<file path="config.mk">
export PLATFORM = sky130hd
export DESIGN_NAME = ips2l_ddr_rst_seq_v1_0
export DESIGN_NICKNAME = d
export VERILOG_FILES = /design/src/rtl/ips2l_ddr_rst_pkg.sv /design/src/rtl/ips2l_ddr_rst_stage_cnt.sv /design/src/rtl/ips2l_ddr_rst_sync.sv /design/src/rtl/ips2l_ddr_rst_seq_v1_0.sv
export SDC_FILE = /design/constraint.sdc
export NUM_CORES = 1
export LEC_CHECK = 0
export CORE_AREA = 2 2 46 48
export CTS_CLUSTER_SIZE = 40
export DETAILED_ROUTE_END_ITERATION = 16
export DIE_AREA = 0 0 48 50
export GPL_TIMING_DRIVEN = 1
export HOLD_SLACK_MARGIN = 0.12
export SYNTH_ARGS = -nofsm -noshare
export SYNTH_HDL_FRONTEND = slang
export SYNTH_SLANG_ARGS = --single-unit
</file>
<file path="constraint.sdc">
create_clock -name clk -period 2.4 [get_ports clk]
set_clock_uncertainty 0.1 [all_clocks]
set_input_delay 0.36 -clock clk [delete_from_list [all_inputs] [get_ports clk]]
set_output_delay 0.36 -clock clk [all_outputs]
set_load 0.01 [all_outputs]
</file>
<file path="src/rtl/ips2l_ddr_rst_pkg.sv">
// ips2l_ddr_rst_pkg: shared types and defaults for the DDR3 reset-release sequencer.
//   rst_state_e            : sequencer state encoding
//   DEF_*                  : default filter / gap / timeout settings
//   TO_CNT_WIDTH           : width of the optional lock-timeout counter
package ips2l_ddr_rst_pkg;

   typedef enum logic [1:0] {
      WAIT_LOCK = 2'd0,
      PHY_REL   = 2'd1,
      CTRL_REL  = 2'd2,
      DONE      = 2'd3
   } rst_state_e;

   localparam int unsigned DEF_LOCK_FILTER_CYCLES  = 16;
   localparam int unsigned DEF_STAGE_GAP_CYCLES    = 8;
   localparam int unsigned DEF_CNT_WIDTH           = 8;
   localparam int unsigned DEF_LOCK_TIMEOUT_CYCLES = 4096;
   localparam int unsigned TO_CNT_WIDTH            = 16;

endpackage

</file>
<file path="src/rtl/ips2l_ddr_rst_stage_cnt.sv">
// ips2l_ddr_rst_stage_cnt: clear/load/increment counter with terminal-count compare.
//   clk, rst_n  : clock, async active-low reset
//   i_clr       : clear to 0 (highest priority)
//   i_load      : load i_load_val
//   i_inc       : increment by one
//   i_tc        : terminal-count value
//   o_tc_c      : combinational flag, counter equals i_tc
module ips2l_ddr_rst_stage_cnt #(
   parameter int unsigned CNT_WIDTH = 8
) (
   input  logic                 clk,
   input  logic                 rst_n,
   input  logic                 i_clr,
   input  logic                 i_load,
   input  logic [CNT_WIDTH-1:0] i_load_val,
   input  logic                 i_inc,
   input  logic [CNT_WIDTH-1:0] i_tc,
   output logic                 o_tc_c
);

   logic [CNT_WIDTH-1:0] r_cnt;

   always_ff @(posedge clk or negedge rst_n) begin
      if (!rst_n) begin
         r_cnt <= '0;
      end else if (i_clr) begin
         r_cnt <= '0;
      end else if (i_load) begin
         r_cnt <= i_load_val;
      end else if (i_inc) begin
         r_cnt <= r_cnt + CNT_WIDTH'(1);
      end
   end

   assign o_tc_c = (r_cnt == i_tc);

endmodule

</file>
<file path="src/rtl/ips2l_ddr_rst_sync.sv">
// ips2l_ddr_rst_sync: two-flop synchronizer, resets to 0.
//   clk, rst_n : clock, async active-low reset
//   i_d        : asynchronous input
//   o_q        : synchronized output (2-edge latency)
module ips2l_ddr_rst_sync #(
   parameter int unsigned DATA_WIDTH = 1
) (
   input  logic                  clk,
   input  logic                  rst_n,
   input  logic [DATA_WIDTH-1:0] i_d,
   output logic [DATA_WIDTH-1:0] o_q
);

   logic [DATA_WIDTH-1:0] r_meta;
   logic [DATA_WIDTH-1:0] r_sync;

   always_ff @(posedge clk or negedge rst_n) begin
      if (!rst_n) begin
         r_meta <= '0;
         r_sync <= '0;
      end else begin
         r_meta <= i_d;
         r_sync <= r_meta;
      end
   end

   assign o_q = r_sync;

endmodule

</file>
<file path="src/rtl/ips2l_ddr_rst_seq_v1_0.sv">
// ips2l_ddr_rst_seq_v1_0: staged reset-release sequencer for the DDR3 IP.
// Filters PLL lock, then releases PHY, controller and user resets in order with
// fixed gaps. Loss of lock or a soft reset request collapses all resets at once.
//   clk, rst_n    : clock, async active-low reset
//   pll_lock      : async PLL lock
//   soft_rst_req  : async level request to re-run the sequence
//   phy_rst_n     : PHY reset (active low, registered)
//   ctrl_rst_n    : controller reset (active low, registered)
//   user_rst_n    : user reset (active low, registered)
//   rst_done      : all resets released (registered)
//   lock_timeout  : sticky lock-wait timeout, only with IPS2L_DDR_RST_SEQ_TIMEOUT_EN
module ips2l_ddr_rst_seq_v1_0
   import ips2l_ddr_rst_pkg::*;
#(
   parameter int unsigned LOCK_FILTER_CYCLES  = DEF_LOCK_FILTER_CYCLES,
   parameter int unsigned STAGE_GAP_CYCLES    = DEF_STAGE_GAP_CYCLES,
   parameter int unsigned CNT_WIDTH           = DEF_CNT_WIDTH
`ifdef IPS2L_DDR_RST_SEQ_TIMEOUT_EN
   , parameter int unsigned LOCK_TIMEOUT_CYCLES = DEF_LOCK_TIMEOUT_CYCLES
`endif
) (
   input  logic clk,
   input  logic rst_n,
   input  logic pll_lock,
   input  logic soft_rst_req,
   output logic phy_rst_n,
   output logic ctrl_rst_n,
   output logic user_rst_n,
   output logic rst_done
`ifdef IPS2L_DDR_RST_SEQ_TIMEOUT_EN
   , output logic lock_timeout
`endif
);

   rst_state_e           r_state;
   rst_state_e           w_state_nxt;
   logic                 w_lock_s;
   logic                 w_req_s;
   logic                 w_abort;
   logic                 w_cnt_clr;
   logic                 w_cnt_inc;
   logic                 w_tc_c;
   logic [CNT_WIDTH-1:0] w_tc_val;
   logic                 r_phy_rst_n;
   logic                 r_ctrl_rst_n;
   logic                 r_user_rst_n;
   logic                 r_rst_done;

   // Input synchronizers
   ips2l_ddr_rst_sync #(.DATA_WIDTH(1)) u_sync_lock (
      .clk   (clk),
      .rst_n (rst_n),
      .i_d   (pll_lock),
      .o_q   (w_lock_s)
   );

   ips2l_ddr_rst_sync #(.DATA_WIDTH(1)) u_sync_req (
      .clk   (clk),
      .rst_n (rst_n),
      .i_d   (soft_rst_req),
      .o_q   (w_req_s)
   );

   // Shared filter/gap counter
   ips2l_ddr_rst_stage_cnt #(.CNT_WIDTH(CNT_WIDTH)) u_stage_cnt (
      .clk        (clk),
      .rst_n      (rst_n),
      .i_clr      (w_cnt_clr),
      .i_load     (1'b0),
      .i_load_val ('0),
      .i_inc      (w_cnt_inc),
      .i_tc       (w_tc_val),
      .o_tc_c     (w_tc_c)
   );

   // State register
   always_ff @(posedge clk or negedge rst_n) begin
      if (!rst_n) begin
         r_state <= WAIT_LOCK;
      end else begin
         r_state <= w_state_nxt;
      end
   end

   // Next state and counter control; abort overrides every transition
   always_comb begin
      w_state_nxt = r_state;
      w_cnt_clr   = 1'b0;
      w_cnt_inc   = 1'b0;
      w_abort     = !w_lock_s || w_req_s;
      w_tc_val    = CNT_WIDTH'(STAGE_GAP_CYCLES - 1);
      if (r_state == WAIT_LOCK) begin
         w_tc_val = CNT_WIDTH'(LOCK_FILTER_CYCLES - 1);
      end
      if (w_abort) begin
         w_state_nxt = WAIT_LOCK;
         w_cnt_clr   = 1'b1;
      end else begin
         case (r_state)
            WAIT_LOCK: begin
               if (w_tc_c) begin
                  w_state_nxt = PHY_REL;
                  w_cnt_clr   = 1'b1;
               end else begin
                  w_cnt_inc = 1'b1;
               end
            end
            PHY_REL: begin
               if (w_tc_c) begin
                  w_state_nxt = CTRL_REL;
                  w_cnt_clr   = 1'b1;
               end else begin
                  w_cnt_inc = 1'b1;
               end
            end
            CTRL_REL: begin
               if (w_tc_c) begin
                  w_state_nxt = DONE;
                  w_cnt_clr   = 1'b1;
               end else begin
                  w_cnt_inc = 1'b1;
               end
            end
            default: begin
               w_state_nxt = DONE;
            end
         endcase
      end
   end

   // Registered outputs follow the state being entered, so each release lands on the transition edge
   always_ff @(posedge clk or negedge rst_n) begin
      if (!rst_n) begin
         r_phy_rst_n  <= 1'b0;
         r_ctrl_rst_n <= 1'b0;
         r_user_rst_n <= 1'b0;
         r_rst_done   <= 1'b0;
      end else begin
         r_phy_rst_n  <= (w_state_nxt != WAIT_LOCK);
         r_ctrl_rst_n <= (w_state_nxt == CTRL_REL) || (w_state_nxt == DONE);
         r_user_rst_n <= (w_state_nxt == DONE);
         r_rst_done   <= (w_state_nxt == DONE);
      end
   end

   assign phy_rst_n  = r_phy_rst_n;
   assign ctrl_rst_n = r_ctrl_rst_n;
   assign user_rst_n = r_user_rst_n;
   assign rst_done   = r_rst_done;

`ifdef IPS2L_DDR_RST_SEQ_TIMEOUT_EN
   logic [TO_CNT_WIDTH-1:0] r_to_cnt;
   logic                    r_lock_timeout;

   // Lock-wait timeout: counts WAIT_LOCK cycles without a request, saturates, sticky flag
   always_ff @(posedge clk or negedge rst_n) begin
      if (!rst_n) begin
         r_to_cnt       <= '0;
         r_lock_timeout <= 1'b0;
      end else begin
         if (w_state_nxt != WAIT_LOCK) begin
            r_to_cnt <= '0;
         end else if ((r_state == WAIT_LOCK) && !w_req_s &&
                      (r_to_cnt != TO_CNT_WIDTH'(LOCK_TIMEOUT_CYCLES))) begin
            r_to_cnt <= r_to_cnt + TO_CNT_WIDTH'(1);
            if (r_to_cnt == TO_CNT_WIDTH'(LOCK_TIMEOUT_CYCLES - 1)) begin
               r_lock_timeout <= 1'b1;
            end
         end
         if ((w_state_nxt == DONE) && (r_state != DONE)) begin
            r_lock_timeout <= 1'b0;
         end
      end
   end

   assign lock_timeout = r_lock_timeout;
`endif

endmodule

</file>
# After elaboration in Yosys (flattened, before gate mapping)
# Index checks and enable logic that the tools add are counted.
[classes]
add_sub_neg = 1
n_mul = 0
div_mod_pow = 0
n_lt_le_gt_ge = 0
eq_ne = 5
shift = 0
mux = 14
bitwise = 0
reduce_logical = 7
[ops]
columns = ["cell", "n"]
rows = [
  ["$mux 8", 2],
  ["$add 8x1->8 const B", 1],
  ["$eq 8x4->1", 1],
  ["$mux 2", 4],
  ["$eq 2x2->1 const B", 3],
  ["$mux 1", 6],
  ["$pmux 2 s3", 1],
  ["$mux 4", 1],
  ["$reduce_bool 2->1", 2],
  ["$reduce_or 3->1", 1],
  ["$eq 2x1->1 const B", 1],
  ["$logic_not 2->1", 1],
  ["$logic_or 1x1->1", 2],
  ["$logic_not 1->1", 1],
]
[word_totals]
regBits = 17
latch_bits = 0
ram_bits = 0
mem_bits_ro = 0
in_bits = 4
output_inout_bits = 4
word_cells = 36
n_memories = 0

# Depth between registers and ports, before layout
[depth]
depth_word = 8
mapped_depth = 5
ltp_nobuf = 5

# By module
# Synthesis repeated with hierarchy kept, for this count alone.
[unflattened]
hier_cells = 88
area_unflattened_um2 = 885.8
[by_module_without_submodules]
columns = ["module", "instances", "cells_per_inst", "area_per_inst_um2", "seq_area_each_um2"]
rows = [
  ["ips2l_ddr_rst_stage_cnt", 1, 62, 553.0, 200.2],
  ["ips2l_ddr_rst_seq_v1_0", 1, 22, 232.7, 125.1],
  ["ips2l_ddr_rst_sync", 2, 2, 50.0, 50.0],
]

# Worst setup path before layout
# No wires, ideal clock.
[synth_timing]
kind = "register to register"
startpoint = "register u_stage_cnt.r_cnt[6]"
endpoint = "register u_stage_cnt.r_cnt[1]"
setup_time_ns = 0.120
t_arrival_ns = 1.499
required_time_ns = 2.180
setup_slack_ns = 0.680
path_stages_with_launch = 5
n_path_buf = 0
period_less_slack_ns = 1.720
path_cell_list = "dfrtp_1 -> or4b_4 -> a2111o_1 -> a21oi_1 -> nor3_1"
[synth_via]
elab_chain_cells = 5
word_cells_on_any_way = 9
classes_between = "eq/ne (1); mux (7); reduce/logical (1)"
[synth_rtl]
columns = ["element", "line_no", "source"]
rows = [
  ["start: declaration", "ips2l_ddr_rst_stage_cnt.sv:21", "logic [CNT_WIDTH-1:0] r_cnt;"],
  ["start signal: assignment", "ips2l_ddr_rst_stage_cnt.sv:29", "r_cnt <= i_load_val;"],
  ["start signal: assignment", "ips2l_ddr_rst_stage_cnt.sv:31", "r_cnt <= r_cnt + CNT_WIDTH'(1);"],
  ["$eq 8x4->1 *", "ips2l_ddr_rst_stage_cnt.sv:35", "assign o_tc_c = (r_cnt == i_tc);"],
  ["$mux 1", "ips2l_ddr_rst_seq_v1_0.sv:101, ips2l_ddr_rst_seq_v1_0.sv:109, ips2l_ddr_rst_seq_v1_0.sv:117", ""],
  ["$mux 1", "n/a", ""],
  ["$mux 1", "ips2l_ddr_rst_seq_v1_0.sv:95", "if (w_abort) begin"],
  ["$mux 8 / $reduce_bool 2->1 (equally long branches)", "n/a", ""],
]
# Mark *: on every way between the ends. The rest lies on a longest branch, timed or not.
# A chain may end at the register's enable or synchronous reset.

# Worst setup path after layout
[layout_timing]
startpoint = "register u_stage_cnt.r_cnt[0]"
endpoint = "register u_stage_cnt.r_cnt[0]"
[layout_via]
elab_chain_cells = 5
word_cells_on_any_way = 11
classes_between = "add/sub (1); eq/ne (1); mux (8); reduce/logical (1)"
[layout_rtl]
columns = ["element"]
rows = [
  ["parallel branches: the longest is 5 deep, another holds $add 8x1->8"],
]
# Several ways; the timed one is not identified. The select of a mux whose other input is x is not followed.

==> key figures <==
Yosys
  • Sequential element share of the synthesized area: 51.4%
  • Distinct cells, synth: 26
  • Post-synth top area share: 51.4%
  • Syn_nets: 87
  • Post-synth top cells: dfrtp_1 (17), nor2_1 (11), a21oi_1 (8)
  • Mapped Area: 827 µm²
  • Asr flop ratio synth: 100%
  • Mapped Cells: 82
  • Post-Syn Area per Cell: 10.1 µm²
  • Synth Flop Type: dfrtp_1
  • Largest cells by area after synthesis: dfrtp_1 (51%), xor2_1 (5.3%), nor2_1 (5.0%), a21oi_1 (4.8%), nor3_1 (3.6%)
  • #FFs+latches synth: 17
  • Synth area leader: dfrtp_1
  • Synthesis warning total: 0
  • Top-count cell post-synth: dfrtp_1
  • Post-synth EDFFs: 0

Global routing
  • Total track usage: 14.7%
  • GRT overflow: 0
  • Vias in the first global route: 562
  • First-pass GRT wire length: 2500 µm
  • Initial antenna violation count: 0
  • Largest net degree at the start of global routing: 18

Floorplanning
  • IO Pins: 8
  • Chip height: 50 µm
  • Starting Density: 43.5%
  • Core area: 1900 µm²
  • Site Rows: 16
  • Width of the die: 48 µm
  • Die area: 2400 µm²

Timing
  • Max Freq: 546 MHz
  • Share of the clock period used by the worst path: 76.4%
  • Final Hold Viols: 0
  • Final setup fails: 0
  • Final Slew Violations: 0
  • Hold slack: 0.258 ns
  • Fin crit period: 1.83 ns
  • Max-slew headroom: 50.0%
  • Sum Neg Setup Slack: 0 ns
  • Slew @ Worst Pin: 0.747 ns
  • Unrepaired setup endpoints after global routing: no
  • Final WS setup: 0.567 ns

Clock network
  • CTS max path bufs: 2
  • CTS root buffer: clkbuf_4
  • CTS sink count: 17
  • CTS tree: yes
  • # Post-CTS Setup Buffers: 0
  • Total CTS buffers: 3
  • Total number of H-tree levels: 1
  • Number of gates resized after cts: 0
  • Worst skew pair latency: 0.30 ns
  • # hold bufs at CTS: 0
  • Clock-pin slew on the worst setup and hold paths: 0.10 ns

Critical path
  • Critical Path Max Stage Delay: 0.47 ns
  • Launching point of the worst reg2reg path: u_stage_cnt.r_cnt[0]
  • Cell mode on critical path: a21oi_1
  • Crit. End Element: flop
  • Reg2reg setup slack: 0.57 ns
  • Crit start category: flop
  • CP Data Required Time: 2.47 ns
  • WP data arrival: 1.90 ns
  • Worst r2r path cells: 5
  • Cell breakdown of the critical path: ha_1 > or2b_2 > or3_1 > a21oi_1 > a21oi_1
  • Worst reg2reg endpoint: u_stage_cnt.r_cnt[0]
  • Crit Path Category: reg -> reg
  • Worst Path Max Fanout: 8
  • Slowest stage cell, crit path: dfrtp_1

Min path
  • Hold WC Path Type: reg -> reg
  • Hold_sp: u_sync_req.r_meta
  • Cells on Worst Hold Path: 0
  • Min-Delay Endpoint: u_sync_req.o_q

Placement
  • Post-place setup slack: 0.594 ns
  • GP Congestion: 0.833
  • DP HPWL: 941 µm
  • IO Port Bufs: 7
  • Placed Area: 893 µm²
  • Inst Count DP: 111

Finish
  • Ant. Diodes: 0
  • Final #Nets: 94
  • Sequential cell area: 425 µm²
  • Area Growth Syn to Fin: 11.3%
  • Post-Layout Cell Count: 115
  • Multi-input gate area: 357 µm²
  • Final instance area: 921 µm²
  • # fillers: 170
  • Layout cells sized above 1: 9.09%

Job
  • Max cap viols: 0

Route
  • Via count: 609
  • Via density: 5.30
  • Routed Wire Length: 1410 µm
  • Final ANT Viol Nets: 0
  • DRC Markers: 0
  • WL per Instance: 12.2 µm
  • Drt first pass iters: 4
  • DRT iter0 DRCs: 10

Power and ir drop
  • Peak supply drop: 305 µV
  • P_leak: 0.377 nW
  • Power Density: 510 nW/µm²

Outcome
  • Outcome: completed
[worst max-delay path, delay by kind of cell (launching register included)]
family	cells	cell delay, ns
AND/OR/NAND/NOR	2	0.69
adder cells (fa/ha/maj)	1	0.24
flip-flops	1	0.47
AO/OA/AOI/OAI	2	0.21
[cell type report]
type | instances | share of cell area, %
Tap cell | 27 | 3.67
Multi-Input combinational cell | 58 | 38.7
Timing Repair Buffer | 7 | 7.61
Sequential cell | 17 | 46.2
Inverter | 2 | 0.815
Clock buffer | 3 | 2.45
Clock inverter | 1 | 0.543
[stage by stage]
stage / util, % / power (W)
after floorplan: - / 0.000310
after global placement: 47.0 / 0.000322
after detailed placement: 47.0 / 0.000321
after CTS: 48.4 / 0.000473
after global routing: 48.4 / 0.000493
final: 48.4 / 0.000470
[kinds of logic (layout without fill, tap and decap cells)]
logic type                 count (synthesis)  in the layout  share of synthesized area [%]
AOI/OAI and AO/OA                         13             13                           9.83
xor gates and xnor gates                   7              7                           7.41
adders and majority gates                  1              1                           1.51
buffers and inverters                      7             13                           5.45
DFF                                       17             17                           51.4
and+or+nand+nor                           37             37                           24.4
[registers in the layout, summed over array words and instances, names as in the netlist]
register	cells
u_sync_lock.r_meta	1
ctrl_rst_n	1
u_sync_lock.o_q	1
u_sync_req.o_q	1
r_state	2
u_stage_cnt.r_cnt	8
u_sync_req.r_meta	1
phy_rst_n	1
rst_done	1
[layout by cell type, fill, tap and decap left out]
cell             netlist  final
nand3_1                1      1
or3_1                  1      1
nor3b_1                1      1
nand4b_1               1      1
or4b_4                 1      1
clkinv_2               0      1
a211oi_1               1      1
o21ai_0                1      1
xnor2_1                2      2
nor2_1                11     11
dfrtp_1               17     17
or2b_2                 2      2
a2111o_1               1      1
a21oi_1                8      8
clkdlybuf4s50_1        0      7
xor2_1                 5      5
nand4_1                4      4
and4_1                 1      1
nand2_1                5      5
a31o_2                 1      1
nor3_1                 6      6
ha_1                   1      1
clkbuf_4               0      3
o32ai_1                1      1
and3_1                 3      3
inv_1                  2      2
[report_power, final]
part / total [W] / internal (W) / switching (W)
clock: 0.000155 / 0.0000621 / 0.0000928
sequential: 0.000295 / 0.000291 / 0.00000362
combinational: 0.0000204 / 0.00000857 / 0.0000118
total: 0.000470 / 0.000362 / 0.000108
[per-layer routing]
layer,vias to the layer above,part of all wire (%),track usage (%)
met1,294,46,20.1
met3,5,3.2,3.30
met4,0,2.7,8.11
met5,-,0,0
li1,297,-,-
met2,13,48,20.7
[worst max path at each step]
stage	start	endpoint	slack, ns
2_1_floorplan	u_stage_cnt.r_cnt[6]	u_stage_cnt.r_cnt[1]	0.68
3_3_place_gp	u_stage_cnt.r_cnt[2]	u_stage_cnt.r_cnt[0]	0.59
3_5_place_dp	u_stage_cnt.r_cnt[0]	u_stage_cnt.r_cnt[0]	0.59
4_1_cts	u_stage_cnt.r_cnt[0]	u_stage_cnt.r_cnt[0]	0.56
5_1_grt	u_stage_cnt.r_cnt[0]	u_stage_cnt.r_cnt[0]	0.46
6_report	u_stage_cnt.r_cnt[0]	u_stage_cnt.r_cnt[0]	0.57
Power figures use the tool's default switching activity.
